[src/rtl/kbd_pkg.sv]
// Shared types for the keyboard matrix scanner: row count, idle select code,
// the key-event record and the scanner state encoding.
package kbd_pkg;
  localparam int         ROW_COUNT = 9;
  localparam logic [3:0] IDLE_ROW  = 4'hF;

  typedef struct packed {
    logic [3:0] row;
    logic [2:0] col;
    logic       pressed;
  } key_evt_t;

  typedef enum logic [2:0] {
    IDLE, SELECT, SETTLE, SAMPLE, EMIT, NEXT, GAP
  } scan_state_t;

  // Index of the least significant set bit (0 when none are set).
  function automatic logic [2:0] lowest_bit(input logic [7:0] v);
    logic [2:0] r;
    r = 3'd0;
    for (int i = 7; i >= 0; i--) if (v[i]) r = 3'(i);
    return r;
  endfunction
endpackage

[src/rtl/kbd_matrix_scan_if.sv]
// Key-event valid/ready channel from the scanner to its consumer.
interface kbd_matrix_scan_if;
  logic       evt_valid;
  logic       evt_ready;
  logic [3:0] evt_row;
  logic [2:0] evt_col;
  logic       evt_pressed;

  modport master (output evt_valid, evt_row, evt_col, evt_pressed, input evt_ready);
  modport slave  (input evt_valid, evt_row, evt_col, evt_pressed, output evt_ready);
endinterface

[src/rtl/kbd_evt_fifo.sv]
// First-word-fall-through event FIFO; a push into a full FIFO is accepted
// when a pop happens in the same cycle.
module kbd_evt_fifo
  import kbd_pkg::*;
#(
  parameter int DEPTH = 4
) (
  input  logic     clk,
  input  logic     rst,
  input  logic     push,
  input  key_evt_t push_data,
  output logic     full,
  input  logic     pop,
  output key_evt_t head,
  output logic     empty
);
  localparam int AW = $clog2(DEPTH);

  key_evt_t      mem [DEPTH];
  logic [AW:0]   wr_ptr, rd_ptr;
  logic          do_push, do_pop;

  assign empty   = (wr_ptr == rd_ptr);
  assign full    = (wr_ptr[AW] != rd_ptr[AW]) && (wr_ptr[AW-1:0] == rd_ptr[AW-1:0]);
  assign do_pop  = pop && !empty;
  assign do_push = push && (!full || do_pop);
  // Head reads as zero when empty so nothing stale is ever presented.
  assign head    = empty ? '0 : mem[rd_ptr[AW-1:0]];

  always_ff @(posedge clk or posedge rst) begin
    if (rst) begin
      wr_ptr <= '0;
      rd_ptr <= '0;
    end else begin
      if (do_push) wr_ptr <= wr_ptr + 1'b1;
      if (do_pop)  rd_ptr <= rd_ptr + 1'b1;
    end
  end

  always_ff @(posedge clk) begin
    if (do_push) mem[wr_ptr[AW-1:0]] <= push_data;
  end
endmodule

[src/rtl/kbd_matrix_scan.sv]
// Keyboard matrix scanner: walks rows 0..8 through the PPI, debounces each
// row over two consecutive scans and queues press/release events.
module kbd_matrix_scan
  import kbd_pkg::*;
#(
  parameter int SETTLE_CYCLES = 4,
  parameter int SCAN_GAP      = 256,
  parameter int FIFO_DEPTH    = 4
) (
  input  logic              clk,
  input  logic              rst,
  input  logic              scan_en,
  output logic [3:0]        ppi_port_c,
  input  logic [7:0]        ppi_port_b,
  output logic              busy,
  kbd_matrix_scan_if.master evt
);
  scan_state_t state, state_nxt;
  logic [3:0]  row;
  logic [3:0]  settle_cnt;
  logic [15:0] gap_cnt;
  logic [7:0]  raw    [ROW_COUNT];
  logic [7:0]  stable [ROW_COUNT];
  logic [7:0]  sample, pend, diff_now;
  logic [2:0]  col;
  logic        fifo_full, fifo_empty, pop, push, last_bit;
  key_evt_t    push_evt, head;

  // A row only reports a change once two consecutive samples agree.
  assign diff_now   = (ppi_port_b == raw[row]) ? (ppi_port_b ^ stable[row]) : 8'h00;
  assign col        = lowest_bit(pend);
  assign last_bit   = ((pend & (pend - 8'd1)) == 8'h00);
  assign pop        = evt.evt_valid && evt.evt_ready;
  assign push       = (state == EMIT) && (!fifo_full || pop);
  assign push_evt   = '{row: row, col: col, pressed: ~sample[col]};
  assign ppi_port_c = (state == IDLE || state == GAP) ? IDLE_ROW : row;
  assign busy       = (state != IDLE);

  always_comb begin
    state_nxt = state;
    case (state)
      IDLE:    if (scan_en) state_nxt = SELECT;
      SELECT:  state_nxt = (SETTLE_CYCLES > 1) ? SETTLE : SAMPLE;
      SETTLE:  if (settle_cnt == 4'd0) state_nxt = SAMPLE;
      SAMPLE:  state_nxt = (diff_now != 8'h00) ? EMIT : NEXT;
      EMIT:    if (push && last_bit) state_nxt = NEXT;
      NEXT: begin
        if (!scan_en)                            state_nxt = IDLE;
        else if (row == 4'(ROW_COUNT - 1))       state_nxt = (SCAN_GAP > 0) ? GAP : SELECT;
        else                                     state_nxt = SELECT;
      end
      GAP:     if (gap_cnt == 16'd0) state_nxt = scan_en ? SELECT : IDLE;
      default: state_nxt = IDLE;
    endcase
  end

  always_ff @(posedge clk or posedge rst) begin
    if (rst) begin
      state      <= IDLE;
      row        <= 4'd0;
      settle_cnt <= 4'd0;
      gap_cnt    <= 16'd0;
      sample     <= 8'hFF;
      pend       <= 8'h00;
      for (int r = 0; r < ROW_COUNT; r++) begin
        raw[r]    <= 8'hFF;
        stable[r] <= 8'hFF;
      end
    end else begin
      state <= state_nxt;
      case (state)
        SELECT: settle_cnt <= 4'(SETTLE_CYCLES - 2);
        SETTLE: settle_cnt <= settle_cnt - 4'd1;
        SAMPLE: begin
          sample   <= ppi_port_b;
          raw[row] <= ppi_port_b;
          pend     <= diff_now;
        end
        // Stable follows the queue one bit at a time and holds while stalled.
        EMIT: if (push) begin
          pend[col]        <= 1'b0;
          stable[row][col] <= sample[col];
        end
        NEXT: begin
          row     <= (!scan_en || row == 4'(ROW_COUNT - 1)) ? 4'd0 : row + 4'd1;
          gap_cnt <= 16'(SCAN_GAP - 1);
        end
        GAP:     gap_cnt <= gap_cnt - 16'd1;
        default: ;
      endcase
    end
  end

  kbd_evt_fifo #(.DEPTH(FIFO_DEPTH)) u_fifo (
    .clk       (clk),
    .rst       (rst),
    .push      (push),
    .push_data (push_evt),
    .full      (fifo_full),
    .pop       (pop),
    .head      (head),
    .empty     (fifo_empty)
  );

  assign evt.evt_valid   = !fifo_empty;
  assign evt.evt_row     = head.row;
  assign evt.evt_col     = head.col;
  assign evt.evt_pressed = head.pressed;
endmodule

[src/flat_wrapper.sv]
// flat-port wrapper written by rule: the top's interface ports become plain ports
module kbd_matrix_scan_flat import kbd_pkg::*;
#(
  parameter int SETTLE_CYCLES = 4,
  parameter int SCAN_GAP      = 256,
  parameter int FIFO_DEPTH    = 4
)
  (clk, rst, scan_en, ppi_port_c, ppi_port_b, busy, evt_evt_valid, evt_evt_row, evt_evt_col, evt_evt_pressed, evt_evt_ready);
  kbd_matrix_scan_if evt_i ();
  input  logic clk;
  input  logic rst;
  input  logic scan_en;
  output logic [3:0] ppi_port_c;
  input  logic [7:0] ppi_port_b;
  output logic busy;
  output wire logic [$bits(evt_i.evt_valid)-1:0] evt_evt_valid;
  output wire logic [$bits(evt_i.evt_row)-1:0] evt_evt_row;
  output wire logic [$bits(evt_i.evt_col)-1:0] evt_evt_col;
  output wire logic [$bits(evt_i.evt_pressed)-1:0] evt_evt_pressed;
  input wire logic [$bits(evt_i.evt_ready)-1:0] evt_evt_ready;
  assign evt_evt_valid = evt_i.evt_valid;
  assign evt_evt_row = evt_i.evt_row;
  assign evt_evt_col = evt_i.evt_col;
  assign evt_evt_pressed = evt_i.evt_pressed;
  assign evt_i.evt_ready = evt_evt_ready;
  kbd_matrix_scan #(.SETTLE_CYCLES(SETTLE_CYCLES), .SCAN_GAP(SCAN_GAP), .FIFO_DEPTH(FIFO_DEPTH)) u_core (.clk(clk), .rst(rst), .scan_en(scan_en), .ppi_port_c(ppi_port_c), .ppi_port_b(ppi_port_b), .busy(busy), .evt(evt_i));
endmodule
[config.mk]
export PLATFORM = sky130hd
export DESIGN_NAME = kbd_matrix_scan_flat
export DESIGN_NICKNAME = d
export VERILOG_FILES = /design/src/rtl/kbd_pkg.sv /design/src/rtl/kbd_matrix_scan_if.sv /design/src/rtl/kbd_evt_fifo.sv /design/src/rtl/kbd_matrix_scan.sv /design/src/flat_wrapper.sv
export SDC_FILE = /design/constraint.sdc
export NUM_CORES = 1
export LEC_CHECK = 0
export CAP_MARGIN = 40
export CORE_ASPECT_RATIO = 0.8
export CORE_UTILIZATION = 58
export DETAILED_ROUTE_END_ITERATION = 12
export DONT_BUFFER_PORTS = 1
export PLACE_DENSITY = 0.76
export SYNTH_ARGS = -nofsm -noshare
export SYNTH_HDL_FRONTEND = slang
export SYNTH_SLANG_ARGS = --single-unit
[constraint.sdc]
create_clock -name clk -period 5.55 [get_ports clk]
set_input_delay 0.555 -clock clk [delete_from_list [all_inputs] [get_ports clk]]
set_output_delay 0.555 -clock clk [all_outputs]
set_load 0.01 [all_outputs]
# Word level (Yosys, flattened, before mapping)
# Memories as Yosys holds them, arrays and structs flattened.
# Index checks and enable logic that the tools add are counted.
# totals
ff_bits	193
ramBits	32
input_bits	12
output_inout_bits	14
wordCells	129
memories	1
# memory_table
memory	depth	word_bits	rd	rd_clocked_by_memory_dff	write_ports	line_no	source
u_core.u_fifo.mem	4	8	1	0	1	kbd_evt_fifo.sv:19	key_evt_t mem [DEPTH];
# op_classes
n_addsub	6
order_cmp	4
n_eq_ne	16
muxes	43
bitwise_logic	6
reduce_logical	27
# ops
cell	n
72-bit bitwise mux	2
8-bit two-way mux	9
8-bit binary-select mux with 4-bit select	2
8-bit demux with 4-bit select	2
3-bit two-way mux	14
16-bit one-hot mux with 2 select lines	1
3-bit one-hot mux with 7 select lines	1
8-bit bitwise AND	2
16-bit logical NOT	1
8-bit one-hot mux with 2 select lines	1
16-bit by 1-bit subtractor with 16-bit output (second input constant)	1
3-bit == test (second input constant)	3
8-bit == test	1
1-bit logical AND	8
8-bit logical NOT	1
4-bit two-way mux	2
8-bit inverter	1
4-bit one-hot mux with 2 select lines	1
8-bit nonzero test	1
8-bit by 1-bit subtractor with 8-bit output (second input constant)	1
8-bit XOR	1
3-bit by 1-bit adder with 3-bit output (second input constant)	2
3-bit by 2-bit == test with 1-bit output (second input constant)	2
1-bit two-way mux	6
other kinds (25)	36

# Logic depth before layout (Yosys ltp)
# Gate-level depths: netlist of the first run.
# depth
depth_word	16
ltp_mapped	11
mapped_depth_nobuf	7

# Hierarchy
# From an unflattened synthesis of the first run, not the netlist that was laid out.
# hier_totals
hier_cells	980
area_unflattened_um2	11532.3
# by_module_without_submodules
module	n_inst	cells_per_inst	area_per_inst_um2	seq_area_each_um2
kbd_matrix_scan	1	894	9867.0	4869.7
kbd_evt_fifo	1	86	1665.3	1111.1

# Worst setup path before layout of the first run
# No wires, ideal clock.
# synth_path
path_type	register to register
start	register u_core.row[1]
end	register u_core.raw[0] (netlist name)
setup_time_ns	0.082
arrival_time_ns	2.229
required_ns	5.468
setup_slack_ns	3.239
stages_incl_launch_ff	8
path_buffers	2
synth_period_minus_slack_ns	2.311
path_cell_list	dfrtp_1 inv_1 clkbuf_1 ha_1 clkbuf_1 nand2_1 nor2_1 mux2_2
# synth_between
elab_chain_len	6
elab_cells_between_ends	7
cone_classes	order compare: 2; mux: 3; bitwise: 1; reduce/logical: 1
# synth_lines
element	line_no	source
from (decl)	kbd_matrix_scan.sv:19	logic [3:0] row;
from (signal assigned)	kbd_matrix_scan.sv:85	row <= (!scan_en || row == 4'(ROW_COUNT - 1)) ? 4'd0 : row + 4'd1;
4-bit inverter with 5-bit output (not written as such) *	kbd_matrix_scan.sv:76	raw[row] <= ppi_port_b;
5-bit greater-or-equal comparator (not written as such) or 5-bit by 1-bit less-than comparator with 1-bit output (tied branches)	kbd_matrix_scan.sv:76	
1-bit logical AND (not written as such)	kbd_matrix_scan.sv:76	
8-bit two-way mux (not written as such)	kbd_matrix_scan.sv:76	
8-bit demux with 4-bit select *	kbd_matrix_scan.sv:76	
72-bit bitwise mux *	kbd_matrix_scan.sv:76	
to (signal, indexed assignment)	kbd_matrix_scan.sv:76	
to (decl)	kbd_matrix_scan.sv:22	logic [7:0] raw [ROW_COUNT];
# Every way passes the cells marked *; elsewhere a longest branch is shown, timed or not.
# A chain may end at the register's enable or synchronous reset.

# Worst setup path in the final report of the first run
# layout_path
start	register u_core.row[3]
end	register u_core.pend[4]
# layout_between
elab_chain_len	7
elab_cells_between_ends	11
cone_classes	eq/ne: 1; mux: 8; bitwise: 2
# layout_lines
element	line_no	source
4-bit inverter with 5-bit output (not written as such) *	kbd_matrix_scan.sv:30	assign diff_now = (ppi_port_b == raw[row]) ? (ppi_port_b ^ stable[row]) : 8'h00;
8-bit binary-select mux with 4-bit select	kbd_matrix_scan.sv:30	
8-bit two-way mux (not written as such) (2 in a row)	kbd_matrix_scan.sv:30	
8-bit == test or 8-bit XOR (tied branches)	kbd_matrix_scan.sv:30	
8-bit two-way mux *	kbd_matrix_scan.sv:30	
8-bit one-hot mux with 2 select lines *	kbd_matrix_scan.sv:71	case (state)
to (signal assigned)	kbd_matrix_scan.sv:77	pend <= diff_now;
to (decl)	kbd_matrix_scan.sv:24	logic [7:0] sample, pend, diff_now;
# Every way passes the cells marked *; elsewhere a longest branch is shown, timed or not. The select of a mux whose other input is x is not followed.

==> results of run 1 <==
area by class of cell:
type	instances	area [µm²]	area share (%)
Sequential cell	225	5983	48.10
Multi-Input combinational cell	680	5117	41.14
Clock buffer	31	645.6	5.190
Tap cell	258	322.8	2.595
Timing Repair Buffer	11	130.1	1.046
Clock inverter	9	123.9	0.9958
Inverter	30	116.4	0.9354
state kept, by name (all words and copies together), names as in the netlist:
name / flops
u_core.gap_cnt: 16
u_core.pend: 8
u_core.raw: 72
u_core.row: 4
u_core.sample: 8
u_core.settle_cnt: 4
u_core.stable: 72
u_core.state: 3
u_core.u_fifo.mem: 32
u_core.u_fifo.rd_ptr: 3
u_core.u_fifo.wr_ptr: 3
worst paths after layout:
path / endpoint / slack (ns) / depth (start not counted)
max: u_core.pend[4]$_DFFE_PP0P_ / 2.00 / 8
min: u_core.u_fifo.rd_ptr[2]$_DFFE_PP0P_ / 0.12 / 2
max reg2reg: u_core.pend[4]$_DFFE_PP0P_ / 2.00 / 8
min reg2reg: u_core.sample[5]$_DFFE_PP1P_ / 0.47 / 2
max in group asynchronous: u_core.row[2]$_DFFE_PP0P_ / 4.49 / 2
min in group clk: u_core.sample[7]$_DFFE_PP1P_ / 0.14 / 2
per-layer routing:
metal	up-vias	GRT usage [%]	share of wire [%]	wire length, µm
met2	283	38.91	44	11350
met4	0	7.692	2.4	618
met3	49	4.400	6.6	1714
met1	3930	39.41	47	12280
met5	-	0.4785	0	0
li1	3551	-	-	-
stage by stage:
stage | power (µW) | cell area [µm²] | utilization, %
after CTS | 5923 | 12440 | 64.79
after floorplan | 3840 | 11500 | -
final | 5926 | 12440 | 64.79
after global placement | 4241 | 11590 | 60.36
after global routing | 6223 | 12440 | 64.79
after detailed placement | 4323 | 11670 | 60.78
cell usage after synthesis, drive strengths merged, types with 2 or more instances:
library cell | instances | area (µm²)
or3 | 3 | 18.77
nand3 | 28 | 140.1
inv | 29 | 108.9
mux2i | 57 | 570.6
or4 | 4 | 30.03
a31oi | 6 | 37.54
o311ai | 3 | 26.28
o41ai | 4 | 53.81
o22ai | 13 | 81.33
and2 | 5 | 31.28
nand2b | 8 | 52.55
o221ai | 19 | 166.4
nor3 | 21 | 115.1
dfstp | 152 | 3994
nand2 | 64 | 240.2
xnor2 | 12 | 105.1
o32ai | 2 | 17.52
a32oi | 2 | 17.52
nand3b | 14 | 105.1
o211ai | 7 | 57.55
xor2 | 9 | 78.83
mux4 | 8 | 180.2
a21oi | 25 | 128.9
dfrtp | 41 | 1026
clkbuf | 33 | 123.9
a22o | 6 | 52.55
and2b | 2 | 15.01
a211oi | 3 | 22.52
o31ai | 3 | 22.52
buf | 30 | 163.9
nor4 | 3 | 33.78
or2 | 7 | 43.79
ha | 12 | 150.1
nor4b | 2 | 17.52
edfxtp | 32 | 960.9
and3 | 6 | 37.54
nor4bb | 2 | 20.02
o21ai | 46 | 230.2
mux2 | 141 | 1588
nor2 | 102 | 385.4
nor2b | 10 | 62.56
nand4 | 4 | 25.02
where the power goes:
part           switching, µW  internal (µW)  total, µW
clock                    626            952       1580
sequential               351           2080       2430
combinational           1130            788       1920
total                   2110           3820       5930
kinds of logic after synthesis:
family	Yosys count	synth area share (%)
compound gates	153	9.075
xor+xnor	21	1.600
fa+ha+maj	13	1.393
buf+inv	93	3.482
flops	225	52.01
mux	206	20.34
simple gates	287	12.10
layout by cell type (no fill, tap or decap), types with 14 or more instances in the layout:
cell         n
dfrtp_1     39
mux2i_1     57
a21oi_1     24
mux2_2     141
nand3b_1    14
dfstp_2    152
o221ai_1    19
nor3_1      19
inv_1       24
clkbuf_16   23
o21ai_0     38
nor2_1     101
edfxtp_1    32
nand2_1     64
nand3_1     28
==> metrics, run 1 <==
crit path cell chain=buf_4 > or2_1 > o22ai_1 > o22ai_1 > xor2_1 > nand4_1 > nor3_2 > a22o_1; CTS hold repair buffers=0; max cap viols=0; initial DRC count=740; crit path launch type=flip-flop; Worst-path clk slew=0.06 ns; VDD IR-drop max=0.2618 mV; final worst slack=1.997 ns; H-Tree Depth=1; Slew @ Worst Pin=1.093 ns; WL per Instance=20.87 µm; CP most frequent cell=o22ai_1; Clock Latency Late Sink=0.51 ns; final clock skew=0.01480 ns; #FFs+latches synth=225; synth warn=0; post-CTS setup buffers=0; routed vias/inst=6.281; TritonCTS clock tree=yes; DR vias=7813; PwrDens=476.4 nW/µm²; Worst Path Buf+Inv=1; Max Slew Vio Count=0; Critical Path RT=5.99 ns; Worst EP arrival=3.99 ns; CP Capture Type=flip-flop; routability cong.=0.9406; hpwl dp=16.91 mm; Post-Syn Area=11500 µm²; Die ar.=20400 µm²; root buf cell=clkbuf_16; most used flip-flop cell after synthesis=dfstp_2; Crit Path Max Fanout=26; LEAKAGE=0.004713 µW; Boundary Pins=26; Total Routed Length=25.97 mm; n_diodes=0; Tcrit/Tclk final=64.01%; critical path's slowest cell=dfrtp_1; worst r2r src=u_core.row[3]$_DFFE_PP0P_; largest net degree at the start of global routing=194; die width=159.4 µm; first-pass GRT wire length=42.07 mm; syn nets=1022; clk buf depth=3; nets@finish=995; EDFF count, synth=32; Yosys cell types=72; cells after synthesis=998; final hold violation count=0; Core Region=19200 µm²; TNS Setup=0 ns; Syn Area/Cell=11.52 µm²; DP Worst Slack=2.105 ns; initial antenna violation count=0; outcome=finished, final reports clean; TritonCTS Buffers=23; CP delay by family, top=simple AND/OR/NAND/NOR gates; DRC violations left=0; Area growth, synth to finish=8.183%; worst setup path start=u_core.row[3]$_DFFE_PP0P_; cts repair resizes=0; RSZ-0062 raised after global routing=no; fillcell total=1433; GRT Total Usage=26.17%; layout cell share with drive strength beyond 1=37.12%; sequential area share after synthesis=52.01%; max incr delay on CP=0.83 ns; Hold WS=0.1180 ns; Final min period=3.553 ns; Peak Freq=0.2815 GHz; Cell Count, Final, Fillers Out=1244; CTS Sinks=225; Setup CP Type=flip-flop to flip-flop; row count=45; Pre-antenna DRT Iters=6; port bufs=0; post-route ant nets=0; vias in the first global route=7623; hold crit path type=primary input to asynchronous set/reset pin; die height=127.9 µm; Initial Util=59.89%; placed insts=1204; global route overflow=0; worst rel slew slack=27.12%; ys async rst share=85.78%; setup violators final=0
Note: power is estimated with default switching activity, not from simulation.
==> run 2: changes to the inputs <==
Settings changed: ABC_AREA set to 1.
Clock period 5.55 ns to 3.05 ns, I/O delays scaled along.
==> run 2 against run 1 <==
  * Sequential share of layout area down 2.1 points
  * Highest routed layer unchanged
  * Synthesized area up 4.0%
  * Clock-buffer cell count down 4
  * Synthesized cell count up 45%
  * Largest cell class unchanged
  * Critical path type unchanged
  * Largest power group unchanged
  * Final cell count up 39%
  * Wire length up 18%
  * Total power up 83%
  * The flow now finishes with violations (negative hold slack)
==> metrics, run 2 <==
outcome=finished, violations left; failing checks=negative hold slack; CTS hold repair buffers=9 (+9); sequential area share after synthesis=50.00% (-2.0 points); crit path cell chain=inv_2 > nand2_1 > nor2_1 > buf_4 > nand2_1 > nand4_1 > nand3_1 > nand2_1 > inv_1 > o211ai_1 > nand2_1 > nor2_1 > nand2_1 > a21oi_1; post-route ant nets=0 (unchanged); Critical Path RT=3.49 ns (-2.50 ns); Clock Power Share=25.4% (-1.2 points); Worst Path Buf+Inv=3 (+2); main combinational cell family by area after synthesis=simple AND/OR/NAND/NOR gates; Worst EP arrival=3.19 ns (-0.80 ns); syn nets=1472 (+44%); Sequential Power Share=38.6% (-2.4 points); die width=162.6 µm (+2.0%); multiplexer area fraction after synthesis=0.6381% (-20 points); count leader, synth=nand2_1; Synth area leader=dfstp_2; WL per Instance=17.68 µm (-15%); #FFs+latches synth=225 (unchanged); Core Region=20030 µm² (+4.3%); sw power=4250 µW (+100%); routed vias/inst=5.742 (-8.6%); Cell Count, Final, Fillers Out=1726 (+39%); Die ar.=21210 µm² (+4.0%); clk buf depth=3 (unchanged); first-pass GRT wire length=49.34 mm (+17%); die height=130.4 µm (+2.0%); EDFF count, synth=32 (unchanged); Total Routed Length=30.52 mm (+18%); DR vias=9910 (+27%); Simple-Gate Fraction of Synth Area=22.58% (+10 points); CP most frequent cell=nand2_1; port bufs=0 (unchanged); hpwl dp=20.40 mm (+21%); Slew @ Worst Pin=1.066 ns (-0.02697 ns); root buf cell=clkbuf_16; LEAKAGE=0.006004 µW (+27%); Crit Path Max Fanout=9 (-65%); post-synthesis adder-cell area fraction=1.255% (-0.14 points); synth warn=0 (unchanged); global route overflow=0 (unchanged); setup violators final=0 (unchanged); cells after synthesis=1448 (+45%); placed insts=1678 (+39%); TritonCTS Buffers=23 (unchanged); Peak Freq=0.3639 GHz (+29%); worst rel slew slack=28.92% (+1.8 points); TritonCTS clock tree=yes; Tcrit/Tclk final=90.10% (+26 points); post-CTS setup buffers=0 (unchanged); initial antenna violation count=0 (unchanged); PwrDens=835.1 nW/µm² (+75%); dominant cells by area after synthesis=dfstp_2 33%, nand2_1 10%, dfrtp_1 8.6%, edfxtp_1 8.0%, o21ai_0 7.1%; max cap viols=0 (unchanged); Worst-path clk slew=0.07 ns (about the same); n_diodes=0 (unchanged); layout cell share with drive strength beyond 1=20.45% (-17 points); Hold WS=-0.07675 ns (-0.1948 ns); VDD IR-drop max=0.6136 mV (+130%); most used flip-flop cell after synthesis=dfstp_2; Pre-antenna DRT Iters=5 (-1); crit path launch type=flip-flop; CTS Sinks=225 (unchanged); RSZ-0062 raised after global routing=no; CP delay by family, top=simple AND/OR/NAND/NOR gates; internal power=6616 µW (+73%); final clock skew=0.01022 ns (-0.004587 ns); nets@finish=1472 (+48%); Syn Area/Cell=8.261 µm² (-28%); vias in the first global route=9230 (+21%); ys async rst share=85.78% (unchanged); H-Tree Depth=1 (unchanged); hold crit path type=primary input to asynchronous set/reset pin; CP Capture Type=flip-flop; Yosys top cell area share=33.39% (-1.3 points); most frequent cells in the layout=333 x nand2_1, 190 x inv_1, 170 x o21ai_0; largest net degree at the start of global routing=194 (unchanged); XOR/XNOR share of the synthesized area=0.7950% (-0.80 points); Synth top cells by count=333 x nand2_1, 191 x inv_1, 170 x o21ai_0; commonest non-fill, non-tap cell in the layout=nand2_1; critical path's slowest cell=nor2_1; Final min period=2.748 ns (-0.8047 ns); max incr delay on CP=0.55 ns (-0.28 ns); Compound-Gate Fraction of Synth Area=14.78% (+5.7 points); Clock Latency Late Sink=0.52 ns (about the same); Area growth, synth to finish=8.787%; Max Slew Vio Count=0 (unchanged); GRT Total Usage=29.89% (+3.7 points); Boundary Pins=26 (unchanged); final hold violation count=2 (+2); row count=46 (+2.2%); Post-Syn Area=11960 µm² (+4.0%); routability cong.=0.9550 (+1.5%); TNS Setup=0 ns (unchanged); initial DRC count=1109 (+50%); Sw Ratio=39.11% (+3.5 points); Yosys cell types=52 (-28%); cts repair resizes=0 (unchanged); Initial Util=59.72% (-0.17 points); Setup CP Type=flip-flop to flip-flop; Combinational Power Share=36.0% (+3.6 points); DRC violations left=0 (unchanged)
-- run 2: changes by cell type in the layout (fill, tap and decap cells not counted), sizes merged, moves of 22 or more --
cell / delta
a21oi: +22
buf: +23
inv: +177
mux2: -136
mux2i: -55
nand2: +274
nand3: +62
o211ai: +22
o21ai: +143
-- run 2: path summary, 6_finish.rpt --
kind / start / to / slack [ns] / depth (start not counted)
max in group asynchronous: rst / u_core.row[0]$_DFFE_PP0P_ / 2.35 / 2
setup reg to reg: u_core.row[2]$_DFFE_PP0P_ / u_core.state[0]$_DFFE_PP0P_ / 0.30 / 14
min in group clk: scan_en / u_core.state[1]$_DFFE_PP0P_ / 0.04 / 2
hold reg to reg: u_core.stable[24]$_DFFE_PP1P_ / u_core.stable[24]$_DFFE_PP1P_ / 0.48 / 2
hold / removal: rst / u_core.row[3]$_DFFE_PP0P_ / -0.08 / 2
setup / recovery: u_core.row[2]$_DFFE_PP0P_ / u_core.state[0]$_DFFE_PP0P_ / 0.30 / 14
-- run 2: metal layers --
| layer | GRT usage, % | wire [µm] | share of wire, % | vias to the layer above |
|---|---|---|---|---|
| met5 | 0 | 0 | 0 | - |
| met4 | 11.11 | 956 | 3.1 | 0 |
| met3 | 5.777 | 2839 | 9.3 | 67 |
| met2 | 43.72 | 12870 | 42 | 478 |
| met1 | 44.23 | 13850 | 45 | 4647 |
| li1 | - | - | - | 4718 |
-- run 2: power groups by stage --
stage,Sequential (µW),Combinational (µW),Clock (µW)
3_3_place_gp,4210,3750,0
4_1_cts,4190,3870,2790
5_1_grt,4260,4380,2900
2_1_floorplan,4080,3010,0
6_report,4200,3910,2760
3_5_place_dp,4230,3830,0
-- run 2: final cells by class --
class                      instances  area, µm²
fill                            1627       7017
inverter                         210      795.8
timing repair buffer              43      395.4
clock inverter                    12      112.6
tap                              264      330.3
multi-input combinational        945       4796
clock buffer                      27      600.6
sequential                       225       5982
-- run 2: logic make-up (layout without fill, tap and decap cells) --
| logic type | Yosys count | in the layout |
|---|---|---|
| AO/OA/AOI/OAI | 317 | 317 |
| XOR/XNOR | 10 | 10 |
| adder cells (fa/ha/maj) | 12 | 12 |
| buffers and inverters | 278 | 292 |
| flip-flops | 225 | 225 |
| multiplexers | 7 | 7 |
| AND/OR/NAND/NOR | 599 | 599 |
-- run 2: per-stage QoR --
| step | util (%) | cell area [µm²] | setup slack (ns) | hold slack [ns] | total power (µW) |
|---|---|---|---|---|---|
| floorplan | - | 11970 | 0.3787 | 0.4196 | 7091 |
| finish | 64.97 | 13010 | 0.3020 | -0.07675 | 10870 |
| detailed placement | 60.96 | 12210 | 0.4501 | 0.4341 | 8056 |
| global placement | 60.96 | 12210 | 0.4912 | 0.4282 | 7954 |
| CTS | 64.97 | 13010 | 0.3687 | 0.02637 | 10850 |
| global route | 64.97 | 13010 | 0.1061 | 0.06271 | 11540 |
